===== config.mk =====
export PLATFORM = sky130hd
export DESIGN_NAME = regfile_dump_flat
export DESIGN_NICKNAME = d
export VERILOG_FILES = /design/src/rtl/regfile_dump_pkg.sv /design/src/rtl/regfile_dump_if.sv /design/src/rtl/regfile_dump.sv /design/src/flat_wrapper.sv
export SDC_FILE = /design/constraint.sdc
export NUM_CORES = 1
export LEC_CHECK = 0
export ABC_CLOCK_PERIOD_IN_PS = 2800
export CAP_MARGIN = 10
export CORE_ASPECT_RATIO = 0.6
export CORE_UTILIZATION = 25
export CTS_CLUSTER_SIZE = 16
export DETAILED_ROUTE_END_ITERATION = 8
export GPL_ROUTABILITY_DRIVEN = 0
export HOLD_SLACK_MARGIN = 0.12
export RECOVER_POWER = 100
export SYNTH_ARGS = -nofsm -noshare
export SYNTH_HDL_FRONTEND = slang
export SYNTH_SLANG_ARGS = --single-unit

===== constraint.sdc =====
create_clock -name clk -period 2.8 [get_ports clk]
set_clock_uncertainty 0.15 [all_clocks]
set_input_delay 0.28 -clock clk [delete_from_list [all_inputs] [get_ports clk]]
set_output_delay 0.28 -clock clk [all_outputs]
set_load 0.01 [all_outputs]

===== src/rtl/regfile_dump_pkg.sv =====
// regfile_dump_pkg: shared types and sizing constants for the register-file
// dump engine (FSM state encoding, register count, address/data/byte widths).
package regfile_dump_pkg;

  typedef enum logic [1:0] {
    IDLE = 2'd0,
    LOAD = 2'd1,
    SEND = 2'd2,
    DONE = 2'd3
  } state_t;

  localparam int unsigned NUM_REGS = 32;
  localparam int unsigned ADDR_W   = 5;
  localparam int unsigned DATA_W   = 32;
  localparam int unsigned BYTE_W   = 8;

endpackage


===== src/rtl/regfile_dump_if.sv =====
// regfile_dump_if: valid/ready byte stream from the dump engine to its sink
// (UART or debug link).
//   tx_data  : current byte, driven by master
//   tx_valid : byte offered, driven by master
//   tx_ready : sink accepts byte on a rising edge with tx_valid high
interface regfile_dump_if;
  import regfile_dump_pkg::*;

  logic [BYTE_W-1:0] tx_data;
  logic              tx_valid;
  logic              tx_ready;

  modport master (output tx_data, output tx_valid, input tx_ready);
  modport slave  (input tx_data, input tx_valid, output tx_ready);

endinterface


===== src/rtl/regfile_dump.sv =====
// regfile_dump: walks registers FIRST_REG..LAST_REG through one register-file
// read port and streams each 32-bit word as four bytes, MSB first.
// Ports:
//   clk       : system clock, all state on rising edge
//   rst       : synchronous active-low reset
//   start     : dump request, honoured only in IDLE
//   abort     : synchronous cancel, wins over everything but reset
//   busy      : high in LOAD/SEND/DONE
//   done      : one-cycle pulse after the last byte of LAST_REG is accepted
//   rf_raddr  : registered register-file read address
//   rf_rdata  : register-file read data (combinational from rf_raddr)
//   tx        : byte stream master (tx_data/tx_valid/tx_ready)
module regfile_dump
  import regfile_dump_pkg::*;
#(
  parameter int unsigned FIRST_REG = 0,
  parameter int unsigned LAST_REG  = 31
) (
  input  logic              clk,
  input  logic              rst,
  input  logic              start,
  input  logic              abort,
  output logic              busy,
  output logic              done,
  output logic [ADDR_W-1:0] rf_raddr,
  input  logic [DATA_W-1:0] rf_rdata,
  regfile_dump_if.master    tx
);

  localparam logic [ADDR_W-1:0] FIRST_ADDR = ADDR_W'(FIRST_REG);
  localparam logic [ADDR_W-1:0] LAST_ADDR  = ADDR_W'(LAST_REG);

  state_t            state;
  logic [DATA_W-1:0] shift;
  logic [1:0]        byte_cnt;
  logic              handshake;

  assign handshake = tx.tx_valid & tx.tx_ready;

  // The outgoing byte is always the top of the shift register, so it stays
  // stable through any number of stalled cycles without a separate register.
  assign tx.tx_data = shift[DATA_W-1 -: BYTE_W];

  always_ff @(posedge clk) begin
    if (!rst) begin
      state       <= IDLE;
      rf_raddr    <= FIRST_ADDR;
      tx.tx_valid <= 1'b0;
      busy        <= 1'b0;
      done        <= 1'b0;
      byte_cnt    <= '0;
      shift       <= '0;
    end else if (abort) begin
      state       <= IDLE;
      rf_raddr    <= FIRST_ADDR;
      tx.tx_valid <= 1'b0;
      busy        <= 1'b0;
      done        <= 1'b0;
      byte_cnt    <= '0;
      shift       <= '0;
    end else begin
      done <= 1'b0;
      unique case (state)
        IDLE: begin
          rf_raddr <= FIRST_ADDR;
          if (start) begin
            state <= LOAD;
            busy  <= 1'b1;
          end
        end
        LOAD: begin
          shift       <= rf_rdata;
          byte_cnt    <= '0;
          tx.tx_valid <= 1'b1;
          state       <= SEND;
        end
        SEND: begin
          if (handshake) begin
            shift    <= {shift[DATA_W-BYTE_W-1:0], {BYTE_W{1'b0}}};
            byte_cnt <= byte_cnt + 2'd1;
            if (byte_cnt == 2'd3) begin
              tx.tx_valid <= 1'b0;
              if (rf_raddr == LAST_ADDR) begin
                state <= DONE;
                done  <= 1'b1;
              end else begin
                rf_raddr <= rf_raddr + 5'd1;
                state    <= LOAD;
              end
            end
          end
        end
        DONE: begin
          rf_raddr <= FIRST_ADDR;
          busy     <= 1'b0;
          state    <= IDLE;
        end
        default: state <= IDLE;
      endcase
    end
  end

endmodule


===== src/flat_wrapper.sv =====
// flat-port wrapper written by rule: the top's interface ports become plain ports
module regfile_dump_flat import regfile_dump_pkg::*;
#(
  parameter int unsigned FIRST_REG = 0,
  parameter int unsigned LAST_REG  = 31
)
  (clk, rst, start, abort, busy, done, rf_raddr, rf_rdata, tx_tx_data, tx_tx_valid, tx_tx_ready);
  regfile_dump_if tx_i ();
  input  logic clk;
  input  logic rst;
  input  logic start;
  input  logic abort;
  output logic busy;
  output logic done;
  output logic [ADDR_W-1:0] rf_raddr;
  input  logic [DATA_W-1:0] rf_rdata;
  output wire logic [$bits(tx_i.tx_data)-1:0] tx_tx_data;
  output wire logic [$bits(tx_i.tx_valid)-1:0] tx_tx_valid;
  input wire logic [$bits(tx_i.tx_ready)-1:0] tx_tx_ready;
  assign tx_tx_data = tx_i.tx_data;
  assign tx_tx_valid = tx_i.tx_valid;
  assign tx_i.tx_ready = tx_tx_ready;
  regfile_dump #(.FIRST_REG(FIRST_REG), .LAST_REG(LAST_REG)) u_core (.clk(clk), .rst(rst), .start(start), .abort(abort), .busy(busy), .done(done), .rf_raddr(rf_raddr), .rf_rdata(rf_rdata), .tx(tx_i));
endmodule

# Word-level counts from Yosys, hierarchy flattened
# Index checks and enable logic that the tools add are counted.
[op_classes] add_sub_neg=2 n_eq_ne=9 n_mux=19 bitwise=5 n_reduce_logical=12
[ops] op="one-hot mux 32 bit (2 select lines)" n=1
[ops] op="2-to-1 mux 32 bit" n=1
[ops] op="2-to-1 mux 5 bit" n=3
[ops] op="2-to-1 mux 2 bit" n=5
[ops] op="one-hot mux 5 bit (2 select lines)" n=1
[ops] op="one-hot mux 2 bit (4 select lines)" n=1
[ops] op="== test 2 bit (second input constant)" n=3
[ops] op="AND reduction 3 bit" n=2
[ops] op="nonzero test 2 bit" n=3
[ops] op="adder 5 x 1 -> 5 bit (second input constant)" n=1
[ops] op="== test 5 bit (second input constant)" n=1
[ops] op="OR reduction 5 bit" n=1
[ops] op="2-to-1 mux 1 bit" n=4
[ops] op="inequality test 2 x 1 -> 1 bit (second input constant)" n=2
[ops] op="inequality test 2 bit (second input constant)" n=2
[ops] op="inverter 1 bit" n=4
[ops] op="one-hot mux 1 bit (2 select lines)" n=2
[ops] op="one-hot mux 2 bit (2 select lines)" n=1
[ops] op="AND reduction 2 bit" n=2
[ops] op="AND reduction 4 bit" n=1
[ops] op="OR reduction 2 bit" n=2
[ops] op="adder 2 x 1 -> 2 bit (second input constant)" n=1
[ops] op="== test 2 x 1 -> 1 bit (second input constant)" n=1
[ops] op="zero test 2 bit" n=1
[ops] op="AND 1 bit" n=1
[totals] register_bits=44 output_inout_bits=16

# Logic depth before layout (Yosys ltp)
[logic_depth] depth_word=5 depth_mapped=7 ltp_nobuf=6

# Worst setup path after synthesis
# Ideal clock, no wire load.
[synth_path] path_kind="flip-flop to flip-flop" start="reg u_core.rf_raddr[0]" end="reg u_core.rf_raddr[3]" arrival_ps=1671 required_ps=2520 path_slack_ps=850 path_stages_with_launch=7 synth_period_minus_slack_ps=1950 cell_sequence="dfxtp_1 -> ha_1 -> and3_1 -> ha_1 -> mux2_4 -> a2111oi_0 -> o22ai_1"
[synth_via] elab_chain_len=5
[synth_rtl] item="start, declared" line_no="regfile_dump.sv:25" rtl="output logic [ADDR_W-1:0] rf_raddr,"
[synth_rtl] item="start signal, assigned" line_no="regfile_dump.sv:87" rtl="rf_raddr <= rf_raddr + 5'd1;"
[synth_rtl] item="adder 5 x 1 -> 5 bit" line_no="regfile_dump.sv:87"
[synth_rtl] item="2-to-1 mux 5 bit" line_no="regfile_dump.sv:83" rtl="if (rf_raddr == LAST_ADDR) begin"
[synth_rtl] item="2-to-1 mux 5 bit" line_no="regfile_dump.sv:81" rtl="if (byte_cnt == 2'd3) begin"
[synth_rtl] item="2-to-1 mux 5 bit" line_no="regfile_dump.sv:78" rtl="if (handshake) begin"
[synth_rtl] item="one-hot mux 5 bit (2 select lines)" line_no="regfile_dump.sv:63" rtl="unique case (state)"
# Parallel ways exist; a longest one is shown, timed or not. The select of a mux whose other input is x is not followed.
# A chain may end at the register's enable or synchronous reset.

# Final worst setup path
[layout_path] start="reg u_core.state[0]" end="reg u_core.rf_raddr[3]"
[layout_via] elab_chain_len=4
[layout_rtl] item="start, declared" line_no="regfile_dump.sv:33" rtl="state_t state;"
[layout_rtl] item="start signal, assigned" line_no="regfile_dump.sv:46" rtl="state <= IDLE;"
[layout_rtl] item="start signal, assigned" line_no="regfile_dump.sv:54" rtl="state <= IDLE;"
[layout_rtl] item="start signal, assigned" line_no="regfile_dump.sv:67" rtl="state <= LOAD;"
[layout_rtl] item="== test 2 bit or zero test 2 bit (tied branches)" line_no="regfile_dump.sv:63"
[layout_rtl] item="OR reduction 2 bit (no line)"
[layout_rtl] item="nonzero test 2 bit (no line)"
[layout_rtl] item="AND reduction 4 bit (no line)"
# Parallel ways exist; a longest one is shown, timed or not.

==> metrics.md <==
| Metric | Value |
|---|---|
| Final worst slack | 587 ps |
| Die Width | 123 um |
| Die Footprint | 0.00922 mm^2 |
| Hold Worst Slack | 317 ps |
| Pwr per Cell Area | 516 mW/mm^2 |
| Critical path class | reg -> reg |
| Post-layout nets | 314 |
| Main combinational cell family by area after synthesis | compound AO/OA/AOI/OAI gates |
| Initial antenna violation count | 0 |
| Layout cells sized above 1 | 6.67% |
| Design area | 0.00290 mm^2 |
| FF-to-FF path depth | 5 |
| Routed WL | 5.34 mm |
| M1 wire length | 2.89 mm |
| Worst skew pair latency | 280 ps |
| Setup violators final | 0 |
| Maximum vdd drop | 0.000228 V |
| Num CTS Buffers | 5 |
| Crit. End Element | flop |
| Synth Cell Area | 0.00221 mm^2 |
| Tmin final | 2210 ps |
| Setup crit start kind | flop |
| Post-place instance area | 0.00275 mm^2 |
| Sequential share of the synthesized area | 39.9% |
| Met3 WL | 270 um |
| CTS Hold Bufs | 0 |
| Worst Path Max Fanout | 17 |
| H-tree depth | 2 |
| Final hold violations | 0 |
| Num ports | 53 |
| Row cnt | 26 |
| Top post-synthesis cells by area | dfxtp_1 40%, mux2i_1 11%, a211oi_1 8.2%, nor3_1 5.7%, ha_1 4.5% |
| CP Launch Point | u_core.state[0] |
| Post CTS Setup Buffer Count | 0 |
| Dpl cells | 374 |
| Least-Margin Pin Slew | 681 ps |
| Area of the multi-input gates | 0.00114 mm^2 |
| Worst hold path class | reg -> reg |
| TritonCTS clock tree | yes |
| Root buf cell | clkbuf_16 |
| Initial Utilization | 25.9% |
| Multiplexer area fraction after synthesis | 12.0% |
| Endpoint required time on the critical path | 2810 ps |
| Yosys reg bits | 44 |
| Routed wl met2 | 2.14 mm |
| Fin crit share | 79.0% |
| Fillers | 911 |
| XOR/XNOR Fraction of Synth Area | 0% |
| Dominant synthesized flop cell | dfxtp_1 |
| First-pass GRT wire length | 8.51 mm |
| Max Cap Violations | 0 |
| Top cell type's share of synthesized area | 39.9% |
| PostCTS Resize Cnt | 0 |
| Uppermost layer routed | met4 |
| Core area | 0.00852 mm^2 |
| Area delta synth->final | 31.4% |
| IO buf count | 52 |
| Grt ovf | 0 |
| Most frequent cells after synthesis | 44 x dfxtp_1, 25 x mux2i_1, 25 x nor3_1 |
| Most frequent cell after synthesis | dfxtp_1 |
| Largest net degree at the start of global routing | 39 |
| Number of flops mapped to enable cells by yosys | 0 |
| RSZ-0062 raised after global routing | no |
| Slew Limit Fails | 0 |
| Slew headroom | 54.6% |
| Gr usage total | 11.9% |
| Vias per Instance | 4.88 |
| Post-route ant nets | 0 |
| Clk pin slew, worst setup/hold paths | 60 ps |
| Worst r2r src | u_core.state[0] |
| Compound-cell area share of the yosys netlist | 20.3% |
| Register-to-register setup slack | 590 ps |
| Worst path arrival time | 2220 ps |
| Sequential cell area | 881 um^2 |
| YS warnings | 0 |
| Vias in the first global route | 1728 |
| Synthesized net count | 279 |
| DP Wirelength | 3.78 mm |
| RR Endpoint | u_core.rf_raddr[3] |
| Die height | 74.8 um |
| Initial drt markers | 152 |
| Post-place setup slack | 652 ps |
| # clock sinks | 44 |
| Leakage Power | 1.01 nW |
| Longest Clk Path Bufs | 2 |
| Adder-Cell Fraction of Synth Area | 4.54% |
| Avg Synthesized Cell Area | 9.43 um^2 |
| Setup TNS | 0 ps |
| Distinct cells, synth | 39 |
| Post-Synthesis Cells | 234 |
| Post-synthesis simple-gate area fraction | 14.9% |
| Area leader, netlist | dfxtp_1 |
| DRC errors left | 0 |
| Final std cells w/o fill | 382 |
| # diodes | 0 |
| Fmax | 452 MHz |
| Post-synthesis async set-or-reset flop share | 0% |
| Status | finished, final reports clean |
| Routed via count | 1865 |
| DR pass1 iterations | 4 |
| Setup crit end | u_core.rf_raddr[3] |
| Routed wire per std cell | 14.0 um |
[flip-flops by register name (all words and copies together) (netlist names)]
register	cells
u_core.shift	32
u_core.rf_raddr	5
u_core.byte_cnt	2
u_core.state	2
u_core.busy	1
u_core.done	1
u_core.tx.tx_valid	1
[where the power goes]
group | leakage (nW) | switching [mW] | internal [mW]
logic | 0.572 | 0.0904 | 0.0961
clock network | 0.0808 | 0.238 | 0.420
registers | 0.356 | 0.00994 | 0.642
[kinds of logic after synthesis]
| family | after synthesis |
|---|---|
| compound gates | 60 |
| fa+ha+maj | 8 |
| buf+inv | 34 |
| flops | 44 |
| mux | 26 |
| simple gates | 62 |
[layout make-up]
cell class                 instances  share of cell area (%)
tap                              112                    4.84
multi-input combinational        156                    39.3
clock buffer                       6                    4.45
sequential                        44                    30.4
timing repair buffer              57                    19.2
inverter                           5                   0.648
clock inverter                     2                    1.21
[metal layers]
metal | up-vias | GRT usage, %
met2 | 34 | 16.8
met4 | 0 | 3.21
met3 | 4 | 3.48
met1 | 879 | 17.3
met5 | - | 0
li1 | 948 | -
[how the worst min path moves through the flow]
| stage | start | to | slack, ps | cells after the start |
|---|---|---|---|---|
| finish | u_core.shift[1] | u_core.shift[1] | 320 | 2 |
| global route | u_core.shift[5] | u_core.shift[5] | 340 | 2 |
| CTS | u_core.shift[1] | u_core.shift[1] | 320 | 2 |
| detailed placement | u_core.shift[1] | u_core.shift[1] | 310 | 2 |
| global placement | u_core.byte_cnt[1] | u_core.byte_cnt[1] | 300 | 2 |
| floorplan | start | u_core.busy | 290 | 2 |
[placed cells by master, fill, tap and decap left out, types with 2 or more instances in the layout]
master / count
clkdlybuf4s50_1: 36
inv_1: 4
nand3_1: 14
nor2_1: 2
nand2b_1: 3
nor3_1: 26
clkbuf_16: 5
a21oi_1: 12
nand2_1: 6
o22ai_1: 2
a2111oi_0: 2
dfxtp_1: 44
nor2b_1: 4
dlygate4sd3_1: 16
a211oi_1: 24
o211ai_1: 9
buf_4: 4
and3_1: 2
mux2i_1: 25
ha_1: 7
[critical path: stages (launching register included)]
cell,delay (ps)
dfxtp_1,350
inv_1,140
ha_2,480
mux2_1,430
a2111oi_0,430
o22ai_1,120
[per-stage QoR]
stage,utilization (%),power (mW)
floorplan,-,0.773
global placement,32.2,0.855
detailed placement,32.2,0.857
CTS,34.1,1.52
global route,34.0,1.56
finish,34.0,1.50
No activity file was read; power rests on OpenSTA's default activity.
